--- src/rtl/conv_window_loader.sv ---
// Sliding-window loader: pops FIFO samples and presents KERNEL_SIZE-sample windows per frame.
// Optional stall counter output enabled by defining CONV_WINDOW_LOADER_STALL_CNT_EN.
module conv_window_loader #(
   parameter int DATA_WIDTH  = 16,
   parameter int KERNEL_SIZE = 3,
   parameter int FRAME_LEN   = 8
) (
   input  logic                              clk_i,
   input  logic                              reset_i,
   input  logic [DATA_WIDTH-1:0]             fifo_data_i,
   input  logic                              fifo_empty_i,
   output logic                              fifo_ren_o,
   output logic [KERNEL_SIZE*DATA_WIDTH-1:0] window_o,
   output logic                              valid_o,
   input  logic                              ready_i,
   output logic                              last_o
`ifdef CONV_WINDOW_LOADER_STALL_CNT_EN
   ,
   output logic [15:0]                       stall_cnt_o
`endif
);

   localparam int WW       = KERNEL_SIZE * DATA_WIDTH;
   localparam int FCW      = $clog2(KERNEL_SIZE + 1);
   localparam int LAST_WIN = FRAME_LEN - KERNEL_SIZE;
   localparam int WCW      = (LAST_WIN < 1) ? 1 : $clog2(LAST_WIN + 1);

   typedef enum logic [1:0] {FILL, EMIT, WAIT} state_t;

   state_t           state_reg;
   logic [FCW-1:0]   fill_cnt_reg;
   logic [WCW-1:0]   win_cnt_reg;
   logic [WCW-1:0]   win_cnt_next;
   logic [WW-1:0]    window_reg;
   logic [WW-1:0]    window_next;
   logic             valid_reg;
   logic             last_reg;
   logic             handshake;
   logic             pop;

   assign handshake    = valid_reg & ready_i;
   assign win_cnt_next = win_cnt_reg + 1'b1;
   // newest sample enters slot 0, oldest falls off the top
   assign window_next  = {window_reg[WW-DATA_WIDTH-1:0], fifo_data_i};

   always_comb begin
      pop = 1'b0;
      case (state_reg)
         FILL:    pop = !fifo_empty_i;
         WAIT:    pop = !fifo_empty_i;
         EMIT:    pop = handshake & !last_reg & !fifo_empty_i;
         default: pop = 1'b0;
      endcase
   end

   assign fifo_ren_o = pop & reset_i;
   assign window_o   = window_reg;
   assign valid_o    = valid_reg;
   assign last_o     = last_reg;

   always_ff @(posedge clk_i or negedge reset_i) begin
      if (!reset_i) begin
         state_reg    <= FILL;
         fill_cnt_reg <= '0;
         win_cnt_reg  <= '0;
         window_reg   <= '0;
         valid_reg    <= 1'b0;
         last_reg     <= 1'b0;
      end else begin
         case (state_reg)
            FILL: begin
               if (pop) begin
                  window_reg   <= window_next;
                  fill_cnt_reg <= fill_cnt_reg + 1'b1;
                  if (fill_cnt_reg == FCW'(KERNEL_SIZE - 1)) begin
                     state_reg <= EMIT;
                     valid_reg <= 1'b1;
                     last_reg  <= (LAST_WIN == 0);
                  end
               end
            end
            EMIT: begin
               if (handshake) begin
                  if (last_reg) begin
                     // frame complete: next frame refills from scratch
                     state_reg    <= FILL;
                     fill_cnt_reg <= '0;
                     win_cnt_reg  <= '0;
                     valid_reg    <= 1'b0;
                     last_reg     <= 1'b0;
                  end else if (pop) begin
                     window_reg  <= window_next;
                     win_cnt_reg <= win_cnt_next;
                     last_reg    <= (win_cnt_next == WCW'(LAST_WIN));
                  end else begin
                     state_reg <= WAIT;
                     valid_reg <= 1'b0;
                  end
               end
            end
            WAIT: begin
               if (pop) begin
                  window_reg  <= window_next;
                  win_cnt_reg <= win_cnt_next;
                  last_reg    <= (win_cnt_next == WCW'(LAST_WIN));
                  valid_reg   <= 1'b1;
                  state_reg   <= EMIT;
               end
            end
            default: state_reg <= FILL;
         endcase
      end
   end

`ifdef CONV_WINDOW_LOADER_STALL_CNT_EN
   logic [15:0] stall_cnt_reg;

   always_ff @(posedge clk_i or negedge reset_i) begin
      if (!reset_i) begin
         stall_cnt_reg <= '0;
      end else if (valid_reg && !ready_i && (stall_cnt_reg != 16'hFFFF)) begin
         stall_cnt_reg <= stall_cnt_reg + 16'd1;
      end
   end

   assign stall_cnt_o = stall_cnt_reg;
`endif

endmodule

--- config.mk ---
export PLATFORM = sky130hd
export DESIGN_NAME = conv_window_loader
export DESIGN_NICKNAME = d
export VERILOG_FILES = /design/src/rtl/conv_window_loader.sv
export SDC_FILE = /design/constraint.sdc
export NUM_CORES = 1
export LEC_CHECK = 0
export ABC_AREA = 0
export BUFFER_PORTS_ARGS = -buffer_cell sky130_fd_sc_hd__buf_4
export CAP_MARGIN = 20
export CORE_MARGIN = 2
export CORE_UTILIZATION = 55
export CTS_CLUSTER_DIAMETER = 120
export DETAILED_ROUTE_END_ITERATION = 16
export PLACE_DENSITY = 0.83
export SLEW_MARGIN = 25
export SYNTH_ARGS = -nofsm -noshare
export SYNTH_HDL_FRONTEND = slang
export SYNTH_SLANG_ARGS = --single-unit
--- constraint.sdc ---
create_clock -name clk_i -period 3.39 [get_ports clk_i]
set_clock_uncertainty 0.15 [all_clocks]
set_input_delay 0.5085 -clock clk_i [delete_from_list [all_inputs] [get_ports clk_i]]
set_output_delay 0.5085 -clock clk_i [all_outputs]
set_load 0.02 [all_outputs]
Word level (Yosys, flattened, before mapping)
Cells that the tools add are included.

Add/sub/neg operators: 2. Eq/ne operators: 11. Multiplexer cells: 34. Bitwise operators: 4. Reductions and logical operators: 14.

Operators by type and width (count): $mux 48 (3); $pmux 48 s2 (1); $mux 2 (9); $mux 1 (12); $ne 2x2->1 const B (6); $reduce_and 5->1 (2); $mux 3 (3); $pmux 1 s3 (2); $pmux 2 s3 (1); $pmux 3 s2 (1); $reduce_and 6->1 (1); $reduce_bool 2->1 (3); $and 1x1->1 (4); $eq 2x2->1 const B (2); $pmux 2 s2 (1); $reduce_and 4->1 (1); $add 3x1->3 const B (1); $eq 3x3->1 const B (1); $ne 3x3->1 const B (1); $reduce_and 3->1 (1); $reduce_bool 3->1 (1); $add 2x1->2 const B (1); $eq 2x1->1 const B (1); $logic_not 1->1 (2); other kinds (4) (4).

Register bits: 57. Input bits: 20. Output and inout port bits: 51. Logic and storage cells: 71.

Longest topological paths before layout
Gate-level depths: netlist (run 1).

Depth in word-level cells: 8. Depth in mapped cells: 8. Gate-level depth less buffers: 6.

Least setup slack after synthesis (run 1)
No wires, ideal clock.

Path kind: register to output. Start point: reg state_reg[0]. End point: out fifo_ren_o. Arrival: 1.385 ns. Required time: 2.731 ns. Path slack: 1.347 ns. Stages on the path, launching flop included: 6. Path buffers: 1. Path through: dfrtp_1 -> ha_1 -> or2_1 -> buf_6 -> a21oi_1 -> and2_1.

Word-level cells in the longest chain between the ends: 4. Elaborated cells on any way between the ends: 6. Classes of those cells: eq/ne: 2; mux: 1; bitwise: 1; reduce/logical: 2.

Ends and longest elaborated chain: from (decl) (RTL line 30) `state_t state_reg;`; from (signal assigned) (RTL line 63) `state_reg <= FILL;`; from (signal assigned) (RTL line 76) `state_reg <= EMIT;`; from (signal assigned) (RTL line 86) `state_reg <= FILL;`; $eq 2x2->1 or $logic_not 2->1 (tied branches) (RTL line 48) `case (state_reg)`; $reduce_or 2->1 (no line); $pmux 1 s2 * (RTL line 48); $and 1x1->1 * (RTL line 56) `assign fifo_ren_o = pop & reset_i;`; to (decl) (RTL line 12) `output logic fifo_ren_o,`.

Every way passes the cells marked *; elsewhere a longest branch is shown, timed or not.

Final worst setup path (run 1)
Same ends and word-level chain as after synthesis.

==> reports/results.md, run 1 <==
Outcome
* status: complete, no violations

Route
* Final Routed Wirelength: 5139 um
* number of violations reported at the end of detailed-routing iteration 0: 121
* average wire length per cell after detail routing: 16.06 um
* Remaining DRCs: 0
* average via count per standard cell: 5.406
* total vias in the final route: 1730
* DRT Pass-1 Iters: 4
* Routed Antenna Nets: 0

Power and ir drop
* internal power consumption: 2.631 mW
* switching power: 1.579 mW
* part of the power in combinational logic: 50.6%
* total power density per cell area: 1239 nW/um2
* switching power as a share of total power: 37.50%
* share of power burned in the clock network: 18.3%
* proportion of power drawn by flip-flops and latches: 31.2%
* Leakage Power: 1.606 nW
* peak ir drop on the vdd network: 0.6957 mV

Critical path
* Critical Path Sink Type: output pin
* largest fanout on the critical path: 8
* Arrival @ worst endpoint: 1970 ps
* Worst EP required: 2730 ps
* register-to-register path setup slack: 770 ps
* reg2reg start: state_reg[1]
* worst reg2reg endpoint: window_o[17]
* endpoint of the most critical setup path: fifo_ren_o
* Register-to-Register Path Depth: 7
* Critical Path Source: state_reg[0]
* startpoint class of the critical path: flip-flop
* Critical Setup Path Class: reg -> out

Timing
* transition time at the pin with the least slew margin: 684.7 ps
* headroom to the max-slew limit: 54.35%
* post-route fraction of the period consumed by the critical path: 77.44%
* time the final worst path needs with I/O delays and setup: 2625 ps
* setup total negative slack: 0 ps
* highest clock rate: 380.9 MHz
* final setup vio count: 0
* count of final hold-check violations: 0
* final max-slew violation count: 0
* unrepaired setup endpoints after global routing: no

Cells and area
* most common cell after layout, fill and taps aside: buf_4
* number of flip-flops under the largest register name: 48
* area of all placed cells without fillers: 3397 um2
* area delta synth->final: 29.22%
* total number of nets in the final design: 288
* fraction of final layout cells sized beyond drive strength 1: 53.01%
* fill cell count: 301
* area taken by multi-input logic gates: 1085 um2
* most used cells in the layout excluding fill and tap cells: buf_4, dfrtp_1, mux2_2
* diodes inserted: 0
* Seq. cell area: 1426 um2

Synth
* number of synthesized register bits: 57
* post-synthesis cell area: 2629 um2
* yosys synthesis warning count: 0
* Synth async-reset ratio: 100.0%
* sequential fraction of the synthesis area: 54.26%
* cell count after synthesis: 184
* Synth Flop Type: dfrtp_1
* Avg Synthesized Cell Area: 14.29 um2
* number of distinct library cells after synthesis: 39
* number of synthesized flops with an enable pin: 0
* net count after synthesis: 211

Global route
* global-route wire length before repair: 8204 um
* antenna violations before repair: 0
* pin count of the biggest net entering global routing: 58
* via count of the first global-routing pass: 1670
* GRT Residual Overflow: 0
* global-route usage over all layers: 20.86%

Die
* starting density of the core: 56.40%
* vertical die dimension: 73.14 um
* total I/O pin count: 71
* core region area: 4661 um2
* DIE AREA: 5349 um2
* Die X: 73.14 um
* number of rows in the core area: 25

Clock tree
* Clock Tree Buf Depth: 2
* hold_buf cts: 0
* cts repair resizes: 0
* clock latency at the later pin of the worst-skew pair: 330 ps
* CTS tree: yes
* number of buffers created by CTS: 9
* buffer type at the clock tree root: clkbuf_8
* number of H-tree levels: 3
* Post-CTS Setup Bufs: 0
* clock-pin slew of the registers on the worst-case setup and hold paths: 70 ps
* clock sinks: 57

Place
* placed cell areas: 3153 um2
* final RePlAce weighted congestion: 0.9389
* half-perimeter wire length of the detailed placement result: 3506 um
* buffers added on ports: 70

Hold path
* Hold Crit Class: in -> async

Flow run
* number of max-cap violations: 0

cell usage after synthesis, types with 2 or more instances:
cell type	number	share of area, %
mux2_2	28	12
a21oi_1	8	1.5
nand2_1	6	0.86
dfrtp_1	57	54
o31a_1	2	0.67
nand2b_1	2	0.48
buf_4	2	0.57
inv_1	7	1.0
nor3_1	4	0.76
mux2_4	20	11
o21ai_0	9	1.7
and2_1	2	0.48
ha_1	7	3.3
nor2_1	3	0.43
buf_12	3	2.3
cells by family (layout without fill, tap and decap cells):
kind of cell             after synthesis  after routing  synth area share, %
flip-flops                            57             57                54.26
multiplexers                          48             48                23.42
AO/OA/AOI/OAI                         31             31                7.997
AND/OR/NAND/NOR                       27             27                6.521
buffers and inverters                 14             96                4.474
adder cells (fa/ha/maj)                7              7                3.332
worst min-delay path by stage:
stage / from / endpoint / slack [ps] / cells after the start
after global routing: reset_i / window_o[36] / 230 / 2
after floorplan: reset_i / fill_cnt_reg[0] / 60 / 0
after global placement: window_o[47] / window_o[47] / 340 / 1
after detailed placement: window_o[32] / window_o[32] / 350 / 1
final: reset_i / window_o[4] / 170 / 2
after CTS: reset_i / window_o[36] / 210 / 2
per-stage QoR:
step / cells / setup slack (ps) / total power [mW] / utilization, % / hold WS [ps]
after floorplan: 184 / 1347 / 2.782 / - / 62.91
after global placement: 304 / 849.6 / 3.376 / 67.65 / 343.3
after detailed placement: 304 / 782.1 / 3.444 / 67.65 / 351.0
after CTS: 320 / 755.7 / 4.243 / 72.89 / 207.2
after global routing: 320 / 554.2 / 4.461 / 72.89 / 233.0
final: 320 / 764.8 / 4.209 / 72.89 / 174.2
per-layer routing:
| metal | vias up | GRT usage (%) | routed length (um) |
|---|---|---|---|
| li1 | 813 | - | - |
| met1 | 847 | 26.09 | 2134 |
| met2 | 62 | 32.73 | 2598 |
| met3 | 8 | 7.597 | 313 |
| met4 | 0 | 8.642 | 92 |
| met5 | - | 0 | 0 |
area by class of cell:
| type | count | share of cell area [%] |
|---|---|---|
| Sequential cell | 57 | 41.99 |
| Clock buffer | 11 | 4.162 |
| Inverter | 7 | 0.7735 |
| Tap cell | 54 | 1.989 |
| Multi-Input combinational cell | 113 | 31.93 |
| Clock inverter | 5 | 3.020 |
| Timing Repair Buffer | 73 | 16.13 |
power by group through the flow:
| stage | registers, mW | clock network [mW] | logic (mW) |
|---|---|---|---|
| finish | 1.31 | 0.768 | 2.13 |
| global route | 1.36 | 0.818 | 2.28 |
| CTS | 1.31 | 0.785 | 2.14 |
| detailed placement | 1.32 | 0 | 2.13 |
| global placement | 1.30 | 0 | 2.07 |
| floorplan | 1.63 | 0 | 1.15 |
worst max-delay path, stage by stage, from the launching register on:
cell     delay (ps)
dfrtp_1         410
ha_1            280
or2_1           400
a21oi_1         230
and2_1          170
buf_4           140
Power figures use the tool's default switching activity.
==> run 2, diff against run 1 <==
- CORE_UTILIZATION: 55 -> 52
- PLACE_DENSITY: 0.83 -> 0.79
- clock period: 3.39 -> 2.7 ns (I/O delays scaled with it)
==> run 2 against run 1 <==
Against the previous run:
- power increased by 21%
- final cell count rose by 3.1%
- non-clock buffer count down 1
- register-to-register slack worse by 300 ps
- via count decreased by 1.6%
- hold slack got worse by 100 ps
- setup slack worse by 640 ps
- critical path depth unchanged
- count of clock-buffer cells in the layout rose by 1
==> reports/results.md, run 2 (same netlist as run 1, synthesis figures left out) <==
Critical path
* Critical Path Sink Type: output pin, unchanged
* startpoint class of the critical path: flip-flop, unchanged
* Arrival @ worst endpoint: 2020 ps, was 1970 ps
* Critical Setup Path Class: reg -> out, unchanged
* largest fanout on the critical path: 8, unchanged
* Worst EP required: 2140 ps, was 2730 ps

Timing
* headroom to the max-slew limit: 52.87%, was 54.35%
* WHS: 72.56 ps, was 174.2 ps
* setup total negative slack: 0 ps, unchanged
* transition time at the pin with the least slew margin: 707.0 ps, was 684.7 ps
* post-route fraction of the period consumed by the critical path: 95.37%
* final setup vio count: 0, unchanged
* time the final worst path needs with I/O delays and setup: 2575 ps
* count of final hold-check violations: 0, unchanged
* final max-slew violation count: 0, unchanged
* unrepaired setup endpoints after global routing: no, unchanged
* highest clock rate: 388.4 MHz

Route
* total vias in the final route: 1703, was 1730
* Routed Antenna Nets: 0, unchanged
* Final Routed Wirelength: 4890 um, was 5139 um
* DRT Pass-1 Iters: 4, unchanged
* average via count per standard cell: 5.161, was 5.406
* Remaining DRCs: 0, unchanged
* number of violations reported at the end of detailed-routing iteration 0: 89, was 121
* average wire length per cell after detail routing: 14.82 um, was 16.06 um

Cells and area
* end-of-flow core utilization: 70.61%, was 72.89%
* most common cell after layout, fill and taps aside: buf_4, unchanged
* most used cells in the layout excluding fill and tap cells: buf_4, dfrtp_1, mux2_2, unchanged
* number of flip-flops under the largest register name: 48, unchanged
* fraction of final layout cells sized beyond drive strength 1: 53.23%, was 53.01%
* total number of nets in the final design: 287, was 288
* area of all placed cells without fillers: 3379 um2, was 3397 um2
* diodes inserted: 0, unchanged
* area delta synth->final: 28.56%, was 29.22%

Power and ir drop
* total power density per cell area: 1513 nW/um2, was 1239 nW/um2
* Leakage Power: 1.583 nW, was 1.606 nW
* part of the power in combinational logic: 52.5%, was 50.6%
* Overall Power: 5.112 mW, was 4.209 mW
* internal power consumption: 3.169 mW, was 2.631 mW
* peak ir drop on the vdd network: 0.7177 mV, was 0.6957 mV
* proportion of power drawn by flip-flops and latches: 31.8%, was 31.2%
* switching power: 1.943 mW, was 1.579 mW
* switching power as a share of total power: 38.01%, was 37.50%
* share of power burned in the clock network: 15.7%, was 18.3%

Die
* starting density of the core: 54.93%, was 56.40%
* number of rows in the core area: 25, unchanged
* total I/O pin count: 71, unchanged
* vertical die dimension: 75.10 um, was 73.14 um
* DIE AREA: 5640 um2, was 5349 um2
* core region area: 4786 um2, was 4661 um2
* Die X: 75.10 um, was 73.14 um

Clock tree
* Clock Tree Buf Depth: 2, unchanged
* clock-pin slew of the registers on the worst-case setup and hold paths: 60 ps, was 70 ps
* hold_buf cts: 0, unchanged
* CTS tree: yes, unchanged
* number of buffers created by CTS: 9, unchanged
* Post-CTS Setup Bufs: 0, unchanged
* buffer type at the clock tree root: clkbuf_8, unchanged
* clock sinks: 57, unchanged
* clock latency at the later pin of the worst-skew pair: 320 ps, was 330 ps
* cts repair resizes: 0, unchanged
* number of H-tree levels: 3, unchanged

Global route
* pin count of the biggest net entering global routing: 58, unchanged
* antenna violations before repair: 0, unchanged
* global-route wire length before repair: 7824 um, was 8204 um
* via count of the first global-routing pass: 1648, was 1670
* global-route usage over all layers: 18.83%, was 20.86%
* GRT Residual Overflow: 0, unchanged

Place
* buffers added on ports: 70, unchanged
* half-perimeter wire length of the detailed placement result: 3401 um, was 3506 um
* placed cell areas: 3174 um2, was 3153 um2
* final RePlAce weighted congestion: 0.8886, was 0.9389

Hold path
* Hold Crit Class: in -> async, unchanged

Outcome
* status: complete, no violations, unchanged

Flow run
* number of max-cap violations: 0, unchanged

-- run 2: worst max-delay path, stage by stage (launching register included) --
cell and delay, ps:
dfrtp_1 410, ha_1 290, or2_1 390, a21oi_1 300, and2_1 170, buf_4 130
-- run 2: worst paths after layout --
path | startpoint | end | slack, ps | cells after the start
max in group asynchronous | reset_i | window_o[32] | 1860 | 2
worst max register to register | state_reg[0] | window_o[24] | 470 | 7
min in group clk_i | fifo_data_i[2] | window_o[2] | 160 | 2
worst max-delay path | state_reg[0] | fifo_ren_o | 130 | 5
worst min-delay path | reset_i | window_o[10] | 70 | 2
worst min register to register | window_o[35] | window_o[35] | 360 | 1
-- run 2: final cells by class --
class                           count  area, um2
Sequential cell                    57       1426
Tap cell                           67      83.83
Inverter                            7      26.28
Multi-Input combinational cell    113       1087
Clock buffer                       12      165.2
Fill cell                         352       1406
Clock inverter                      2      37.54
Timing Repair Buffer               72      553.0
-- run 2: per-layer routing --
layer  up-vias  GRT usage (%)  share of wire (%)
met5         -              0                  0
met2        57          27.29                 46
li1        809              -                  -
met4         0          10.12                2.1
met3        10          6.426                7.1
met1       827          24.96                 44
-- run 2: power groups by stage --
stage	sequential, mW	combinational, mW	clock [mW]
after floorplan	2.05	1.44	0
after global placement	1.62	2.64	0
after detailed placement	1.63	2.70	0
after CTS	1.63	2.70	0.827
after global routing	1.70	2.88	0.864
final	1.62	2.68	0.805
-- run 2: stage by stage --
stage                     worst slack, ps  cells
final                               125.0    330
after global routing                33.31    330
after CTS                           121.5    330
after detailed placement            415.2    316
after global placement              488.1    316
after floorplan                     728.8    184
